`config.mk`:
```
export PLATFORM = sky130hd
export DESIGN_NAME = pipelined_adder_nbits
export DESIGN_NICKNAME = d
export VERILOG_FILES = /design/src/rtl/adder_pkg.sv /design/src/rtl/adder_slice.sv /design/src/rtl/pipelined_adder_nbits.sv
export SDC_FILE = /design/constraint.sdc
export NUM_CORES = 1
export LEC_CHECK = 0
export ABC_CLOCK_PERIOD_IN_PS = 2600
export BUFFER_PORTS_ARGS = -buffer_cell sky130_fd_sc_hd__buf_2
export CAP_MARGIN = 30
export CORE_MARGIN = 2
export CORE_UTILIZATION = 39
export DETAILED_ROUTE_END_ITERATION = 16
export PLACE_DENSITY_LB_ADDON = 0.1
export REMOVE_ABC_BUFFERS = 1
export SLEW_MARGIN = 20
export SYNTH_ARGS = -nofsm -noshare
export SYNTH_HDL_FRONTEND = slang
export SYNTH_HIERARCHICAL = 1
export SYNTH_SLANG_ARGS = --single-unit
```
`constraint.sdc`:
```
create_clock -name clk -period 2.6 [get_ports clk]
set_input_delay 0.26 -clock clk [delete_from_list [all_inputs] [get_ports clk]]
set_output_delay 0.26 -clock clk [all_outputs]
set_load 0.01 [all_outputs]
```
`src/rtl/adder_pkg.sv`:
```
// Shared constants, mode encodings and the stage-count helper for the pipelined adder.
package adder_pkg;

    localparam int DEFAULT_WIDTH = 16;
    localparam int DEFAULT_CHUNK = 4;

    localparam logic ADD = 1'b0;
    localparam logic SUB = 1'b1;

    // Returns 0 for an illegal split so the top can reject it at elaboration.
    function automatic int calc_stages(input int width, input int chunk);
        if ((chunk <= 0) || ((width % chunk) != 0)) begin
            return 0;
        end else begin
            return width / chunk;
        end
    endfunction

endpackage

```
`src/rtl/adder_slice.sv`:
```
// Combinational CHUNK-bit adder slice; c_msb is the carry into the slice's top bit,
// needed only by the most significant slice for signed-overflow detection.
module adder_slice #(
    parameter int CHUNK = 4
) (
    input  logic [CHUNK-1:0] a,
    input  logic [CHUNK-1:0] b,
    input  logic             cin,
    output logic [CHUNK-1:0] s,
    output logic             cout,
    output logic             c_msb
);

    logic [CHUNK:0] total_s;

    assign total_s = {1'b0, a} + {1'b0, b} + {{CHUNK{1'b0}}, cin};
    assign s       = total_s[CHUNK-1:0];
    assign cout    = total_s[CHUNK];
    // Recover the carry into the top bit from its sum bit.
    assign c_msb   = a[CHUNK-1] ^ b[CHUNK-1] ^ total_s[CHUNK-1];

endmodule

```
`src/rtl/pipelined_adder_nbits.sv`:
```
// Pipelined add/subtract unit, one CHUNK-bit slice per stage, valid/ready handshake.
// Define PIPELINED_ADDER_SAT_EN to saturate the result on signed overflow.
module pipelined_adder_nbits
    import adder_pkg::*;
#(
    parameter int WIDTH = DEFAULT_WIDTH,
    parameter int CHUNK = DEFAULT_CHUNK
) (
    input  logic             clk,
    input  logic             rst,
    input  logic             in_valid,
    output logic             in_ready,
    input  logic [WIDTH-1:0] a,
    input  logic [WIDTH-1:0] b,
    input  logic             cin,
    input  logic             sub,
    output logic             out_valid,
    input  logic             out_ready,
    output logic [WIDTH-1:0] s,
    output logic             cout,
    output logic             ovf
);

    localparam int STAGES = calc_stages(WIDTH, CHUNK);

    if (STAGES < 1) begin : g_bad_cfg
        $error("pipelined_adder_nbits: WIDTH must be a positive multiple of CHUNK");
    end

    logic             adv_s;
    logic [WIDTH-1:0] entry_b_s;
    logic             entry_c_s;
    logic             last_valid_s;
    logic [WIDTH-1:0] final_sum_s;
    logic [WIDTH-1:0] result_s;
    logic             ovf_s;

    logic [CHUNK-1:0] slice_sum_s  [1:STAGES];
    logic             slice_cout_s [1:STAGES];
    logic             slice_cmsb_s [1:STAGES];

    logic             out_valid_r;
    logic [WIDTH-1:0] s_r;
    logic             cout_r;
    logic             ovf_r;

    // The whole pipeline moves in lockstep whenever the output slot can be vacated.
    assign adv_s    = !out_valid_r || out_ready;
    assign in_ready = adv_s;

    // Subtract is a + ~b + ~cin, giving a - b - cin.
    always_comb begin
        if (sub == SUB) begin
            entry_b_s = ~b;
            entry_c_s = ~cin;
        end else begin
            entry_b_s = b;
            entry_c_s = cin;
        end
    end

    for (genvar k = 1; k <= STAGES; k++) begin : g_stage
        localparam int REM_IN = WIDTH - (k - 1) * CHUNK;

        logic [REM_IN-1:0] prev_a_s;
        logic [REM_IN-1:0] prev_b_s;
        logic              prev_c_s;

        if (k == 1) begin : g_src
            assign prev_a_s = a;
            assign prev_b_s = entry_b_s;
            assign prev_c_s = entry_c_s;
        end else begin : g_src
            assign prev_a_s = g_stage[k-1].g_reg.a_r;
            assign prev_b_s = g_stage[k-1].g_reg.b_r;
            assign prev_c_s = g_stage[k-1].g_reg.c_r;
        end

        adder_slice #(
            .CHUNK (CHUNK)
        ) u_slice (
            .a     (prev_a_s[CHUNK-1:0]),
            .b     (prev_b_s[CHUNK-1:0]),
            .cin   (prev_c_s),
            .s     (slice_sum_s[k]),
            .cout  (slice_cout_s[k]),
            .c_msb (slice_cmsb_s[k])
        );

        // Only the operand bits still to be added travel forward; the sum grows per stage.
        if (k < STAGES) begin : g_reg
            localparam int REM_OUT = WIDTH - k * CHUNK;

            logic                 valid_r;
            logic                 c_r;
            logic [REM_OUT-1:0]   a_r;
            logic [REM_OUT-1:0]   b_r;
            logic [k*CHUNK-1:0]   sum_r;
            logic                 prev_valid_s;
            logic [k*CHUNK-1:0]   sum_next_s;

            if (k == 1) begin : g_acc
                assign prev_valid_s = in_valid;
                assign sum_next_s   = slice_sum_s[k];
            end else begin : g_acc
                assign prev_valid_s = g_stage[k-1].g_reg.valid_r;
                assign sum_next_s   = {slice_sum_s[k], g_stage[k-1].g_reg.sum_r};
            end

            // Stage register: loads on advance, holds otherwise.
            always_ff @(posedge clk or posedge rst) begin
                if (rst) begin
                    valid_r <= 1'b0;
                    c_r     <= 1'b0;
                    a_r     <= {REM_OUT{1'b0}};
                    b_r     <= {REM_OUT{1'b0}};
                    sum_r   <= {(k*CHUNK){1'b0}};
                end else if (adv_s) begin
                    valid_r <= prev_valid_s;
                    c_r     <= slice_cout_s[k];
                    a_r     <= prev_a_s[REM_IN-1:CHUNK];
                    b_r     <= prev_b_s[REM_IN-1:CHUNK];
                    sum_r   <= sum_next_s;
                end
            end
        end
    end

    if (STAGES == 1) begin : g_last
        assign last_valid_s = in_valid;
        assign final_sum_s  = slice_sum_s[STAGES];
    end else begin : g_last
        assign last_valid_s = g_stage[STAGES-1].g_reg.valid_r;
        assign final_sum_s  = {slice_sum_s[STAGES], g_stage[STAGES-1].g_reg.sum_r};
    end

    assign ovf_s = slice_cmsb_s[STAGES] ^ slice_cout_s[STAGES];

`ifdef PIPELINED_ADDER_SAT_EN
    // A wrapped result with its sign bit set means the true value overflowed positive.
    always_comb begin
        if (ovf_s) begin
            if (final_sum_s[WIDTH-1]) begin
                result_s = {1'b0, {(WIDTH-1){1'b1}}};
            end else begin
                result_s = {1'b1, {(WIDTH-1){1'b0}}};
            end
        end else begin
            result_s = final_sum_s;
        end
    end
`else
    assign result_s = final_sum_s;
`endif

    // Output register: stays frozen while the consumer withholds out_ready.
    always_ff @(posedge clk or posedge rst) begin
        if (rst) begin
            out_valid_r <= 1'b0;
            s_r         <= {WIDTH{1'b0}};
            cout_r      <= 1'b0;
            ovf_r       <= 1'b0;
        end else if (adv_s) begin
            out_valid_r <= last_valid_s;
            s_r         <= result_s;
            cout_r      <= slice_cout_s[STAGES];
            ovf_r       <= ovf_s;
        end
    end

    assign out_valid = out_valid_r;
    assign s         = s_r;
    assign cout      = cout_r;
    assign ovf       = ovf_r;

endmodule
```
==> results of run 1 <==
==> area by class of cell <==
class,count,area share (%)
well taps,140,3.38
clock buffers,11,4.69
multi-input cells,168,35.4
repair buffers,61,6.82
clock inverters,5,1.52
flip-flops and latches,97,46.9
inverters,17,1.28
==> registers in the layout, indices dropped and copies added, names as in the netlist <==
signal	flops
g_stage.g_reg.a_r	24
g_stage.g_reg.b_r	24
g_stage.g_reg.sum_r	24
s	16
g_stage.g_reg.c_r	3
g_stage.g_reg.valid_r	3
cout	1
out_valid	1
ovf	1
==> stage by stage <==
stage	instances	utilization, %	hold WS, ns
detailed placement	483	44.4	0.393
CTS	499	47.3	0.0233
global placement	483	44.4	0.387
floorplan	282	-	0.412
global route	499	47.3	0.0485
finish	499	47.3	0.00475
==> worst min-delay path by stage <==
stage	slack, ns	to	from	depth (start not counted)
detailed placement	0.39	g_stage[1].g_reg.b_r[4]	rst	2
floorplan	0.41	g_stage[1].g_reg.a_r[0]	a[4]	1
global route	0.05	g_stage[2].g_reg.b_r[3]	rst	2
CTS	0.02	g_stage[3].g_reg.b_r[0]	rst	2
global placement	0.39	g_stage[1].g_reg.b_r[4]	rst	2
finish	0.005	g_stage[3].g_reg.b_r[0]	rst	2
==> cell usage after synthesis (5+ instances only) <==
| library cell | instances |
|---|---|
| ha_1 | 12 |
| fa_1 | 8 |
| inv_1 | 17 |
| nand2b_1 | 5 |
| mux2_4 | 18 |
| mux2_2 | 78 |
| dfrtp_1 | 97 |
| buf_2 | 8 |
| xor2_1 | 22 |
==> critical path, cell delays in order (launching register included) <==
cell	delay [ns]
dfrtp_1	0.40
fa_1	0.45
inv_1	0.08
fa_1	0.21
nor2b_1	0.06
o21ai_0	0.15
nand2b_1	0.10
xor2_1	0.17
mux2_2	0.27
==> per-layer routing <==
metal | share of wire (%) | routed length (um) | track usage (%) | vias to the layer above
met4 | 1.9 | 133 | 5.25 | 0
met2 | 46 | 3250 | 19.1 | 44
li1 | - | - | - | 1120
met1 | 48 | 3350 | 17.1 | 1148
met3 | 4.3 | 299 | 4.17 | 11
met5 | 0 | 0 | 0 | -
==> cell families (layout without fill, tap and decap cells) <==
| group | after synthesis | after routing | share of synthesized area, % |
|---|---|---|---|
| flip-flops | 97 | 97 | 55.0 |
| multiplexers | 96 | 96 | 26.0 |
| adder cells (fa/ha/maj) | 20 | 20 | 7.03 |
| buffers and inverters | 30 | 94 | 3.54 |
| XOR/XNOR | 26 | 26 | 5.16 |
| AND/OR/NAND/NOR | 18 | 18 | 2.38 |
| AO/OA/AOI/OAI | 8 | 8 | 0.907 |
==> power by group <==
group          leakage [nW]  switching (mW)  internal (mW)
Clock                 0.159           0.556          0.868
Sequential             1.13           0.360           2.20
Combinational          1.14           0.934           1.42
Total                  2.43            1.85           4.49
==> impl_metrics.tcl, run 1 <==
set metrics [dict create \
    fin_setup_tns_ns 0 \
    synth_edf_count 0 \
    numCtsBuffers 9 \
    syn_inst 295 \
    reg2reg_to "ovf" \
    multi_input_area_um2 1830 \
    ys_seq_elements 97 \
    fin_crit_ns 2.00 \
    r2r_start "g_stage[3].g_reg.a_r[0]" \
    final-setup-viol-count 0 \
    vias_per_cell 4.66 \
    root_buffer "clkbuf_16" \
    initial_core_util_pct 40.4 \
    drive_gt1_share_pct 48.5 \
    clk_path_buf_depth 2 \
    tightest_slew_ns 0.611 \
    cp-startpoint "g_stage[3].g_reg.a_r[0]" \
    finalMaxSlewViolations 0 \
    cts_tree "built" \
    globalRouteOverflowTotal 0 \
    die_area_um2 12200 \
    ys_top_cells_by_area "dfrtp_1 (55%), mux2_2 (20%), mux2_4 (6.1%)" \
    grt_pass1_vias 2451 \
    grt_max_degree 51 \
    post_cts_buffers 0 \
    postRouteAntennaNets 0 \
    layout_setup_ws_ns 0.597 \
    start_kind "register" \
    rsz0062_at_grt "no" \
    synth_area_um2 4420 \
    placed_area_um2 4850 \
    grt_pass1_wl_um 12300 \
    areaGrowthSynthToFinish_pct 17.2 \
    num_vias 2323 \
    min_period_over_period_pct 77.0 \
    holdBufCountCts 0 \
    fin_nets 412 \
    first_pass_iters 3 \
    synth-seq-area-share_pct 55.0 \
    grt_antenna_before_repair 0 \
    layout_common_cells "dfrtp_1 (97), mux2_2 (78), buf_2 (57), xor2_1 (22), mux2_4 (18)" \
    regArea_um2 2430 \
    slew_headroom_pct 59.3 \
    finalPower_mw 6.34 \
    die_y_um 110 \
    r2r_cells 8 \
    endpoint "ovf" \
    ys_types 18 \
    cts_sinks 97 \
    synth_top_cell_area_share_pct 55.0 \
    yosysWarnings 6 \
    final_area_um2 5170 \
    ys.flop_type "dfrtp_1" \
    core_area_um2 10900 \
    critPathArrivalTime_ns 2.22 \
    portBuffers 57 \
    power_leakage_nw 2.43 \
    status "finished, final reports clean" \
    hp-class "input port to asynchronous set/reset pin" \
    n_antenna_cell 0 \
    netlist.top_cell.by_area "dfrtp_1" \
    die_w_um 110 \
    clkTransAtPathRegs_ns 0.07 \
    powerDensity_nw_per_um2 1220 \
    fillers 1018 \
    drv_cap 0 \
    postCtsResizedCells 0 \
    skew_ns 0.00964 \
    ir_drop_mv 0.585 \
    grtUsageTotal_pct 12.8 \
    row_count 38 \
    htree_levels 3 \
    end_kind "register" \
    hold_viol 0 \
    r2r_slack_ns 0.60 \
    syn_avg_cell_area_um2 15.0 \
    wirelength_um 7030 \
    synth-async-reset-ratio_pct 100 \
    worst-path-max-fanout 2 \
    clk_latency_ns 0.34 \
    globalplace.congestion 0.696 \
    route.detailed.wl_per_inst_um 14.1 \
    io_pins 58 \
    critPathKind "register to register" \
    final_common_cell "dfrtp_1" \
    pre_cts_ws_ns 0.591 \
    dp_hpwl_um 4720 \
    fmax_mhz 499 \
    drt_iter0_drc 43 \
    required_ns 2.82 \
    drcViolationCount 0 \
]
(Power assumes the default switching activity.)
==> run 2, diff against run 1 <==
Settings changed: ABC_CLOCK_PERIOD_IN_PS 2600 to 1800.
Clock period 2.6 ns to 1.8 ns, I/O delays scaled along.
==> run 2 against run 1 <==
The flow now finishes with violations (setup timing); critical path depth did not move; register-to-register slack worse by 0.67 ns; sequential share of layout area is 0.86 points lower; largest cell class unchanged; flip-flop and latch count is the same; maximum frequency increased by 6.8%.
==> impl_metrics.tcl, run 2 (same netlist as run 1, synthesis figures left out) <==
set metrics [dict create \
    status "complete, but fails checks" \
    violations "setup timing" \
    areaGrowthSynthToFinish_pct 19.4 \
    clk_path_buf_depth 2 \
    seq_power_share_pct 39.8 \
    grt_antenna_before_repair 0 \
    critPathKind "register to register" \
    globalplace.congestion 0.680 \
    critPathArrivalTime_ns 2.09 \
    fin_nets 423 \
    die_w_um 110 \
    n_antenna_cell 0 \
    p_sw_mw 2.70 \
    cts_tree "built" \
    pre_cts_ws_ns -0.185 \
    die_y_um 110 \
    clk_latency_ns 0.34 \
    worst-path-max-fanout 2 \
    swShare_pct 28.9 \
    vias_per_cell 4.62 \
    num_vias 2353 \
    combPwrFrac_pct 38.6 \
    utilization_pct 48.2 \
    globalRouteOverflowTotal 0 \
    min_period_over_period_pct 104 \
    htree_levels 3 \
    start_kind "register" \
    layout_common_cells "dfrtp_1 (97), mux2_2 (77), buf_2 (57), xor2_1 (22), mux2_4 (19)" \
    clkTransAtPathRegs_ns 0.06 \
    first_pass_iters 4 \
    hold_ws_ns 0.0699 \
    root_buffer "clkbuf_16" \
    power_leakage_nw 2.48 \
    dp_hpwl_um 4930 \
    required_ns 2.02 \
    io_pins 58 \
    die_area_um2 12200 \
    reg.largest.list "g_stage.g_reg.a_r (24), g_stage.g_reg.b_r (24), g_stage.g_reg.sum_r (24)" \
    grtUsageTotal_pct 12.5 \
    numCtsBuffers 9 \
    grt_max_degree 52 \
    route.detailed.wl_per_inst_um 14.0 \
    hp-class "input port to register" \
    drcViolationCount 0 \
    tightest_slew_ns 0.364 \
    hold_viol 0 \
    final_common_cell "dfrtp_1" \
    layout_setup_ws_ns -0.0762 \
    grt_pass1_wl_um 12300 \
    grt_pass1_vias 2528 \
    row_count 38 \
    fin_crit_ns 1.88 \
    end_kind "register" \
    wirelength_um 7150 \
    fmax_mhz 533 \
    powerDensity_nw_per_um2 1770 \
    final-setup-viol-count 1 \
    postRouteAntennaNets 0 \
    drt_iter0_drc 78 \
    p_clk_share_pct 21.6 \
    skew_ns 0.00697 \
    finalMaxSlewViolations 0 \
    p_int_mw 6.64 \
    initial_core_util_pct 40.4 \
    slew_headroom_pct 75.8 \
    core_area_um2 10900 \
    portBuffers 57 \
    ir_drop_mv 0.796 \
    cts_sinks 97 \
    rsz0062_at_grt "yes" \
    drv_cap 0 \
    drive_gt1_share_pct 51.8 \
]
run 2: cell type report:
class	count	area (um2)
fillers	1027	5660
multi-input cells	168	1850
clock buffers	12	246
well taps	140	175
inverters	17	66.3
clock inverters	3	65.1
flip-flops and latches	97	2430
repair buffers	72	438
run 2: path summary, 6_finish.rpt:
check	depth (start not counted)	slack (ns)	from	to
setup reg to reg	8	-0.08	g_stage[3].g_reg.a_r[0]	ovf
hold reg to reg	1	0.46	g_stage[3].g_reg.valid_r	out_valid
setup / recovery	8	-0.08	g_stage[3].g_reg.a_r[0]	ovf
min in group asynchronous	3	0.35	rst	g_stage[1].g_reg.a_r[3]
hold / removal	2	0.07	a[7]	g_stage[1].g_reg.a_r[3]
max in group asynchronous	4	0.92	rst	s[15]
run 2: critical path, stage by stage, from the launching register on:
cell and delay, ns:
dfrtp_1 0.40, fa_2 0.41, inv_2 0.07, fa_2 0.20, nor2b_2 0.04, o21ai_1 0.12, nand2b_1 0.10, xor2_1 0.15
mux2_4 0.26
run 2: through the flow:
step | instance area, um2 | std cells | power (mW) | TNS [ns]
after floorplan | 4320 | 282 | 6.33 | -88.68
after global placement | 4920 | 492 | 7.20 | -0.196
after detailed placement | 4920 | 492 | 7.32 | -0.341
after CTS | 5250 | 508 | 9.48 | -0.105
after global routing | 5270 | 509 | 10.1 | -0.154
final | 5270 | 509 | 9.34 | -0.0762
run 2: timing repair:
action / 4_1_cts / 5_1_grt
buffers inserted: 0 / 1
hold buffers: 1 / 0
gates resized for setup: 7 / 6
pin swaps: 4 / 3
endpoints found under the setup margin: 4 / 4
endpoints found under the hold margin: 20 / 0
run 2: power groups by stage:
stage / clock [mW] / combinational, mW / sequential, mW
after floorplan: 0 / 2.62 / 3.72
after global placement: 0 / 3.46 / 3.74
after detailed placement: 0 / 3.54 / 3.78
after CTS: 2.10 / 3.63 / 3.74
after global routing: 2.18 / 4.03 / 3.87
final: 2.01 / 3.61 / 3.72
run 2: per-layer routing:
metal,global-route usage (%),vias to the layer above,part of all wire [%]
met5,0,-,0
met4,3.75,0,1.4
li1,-,1127,-
met2,19.2,42,47
met3,4.28,9,4.2
met1,16.8,1175,48
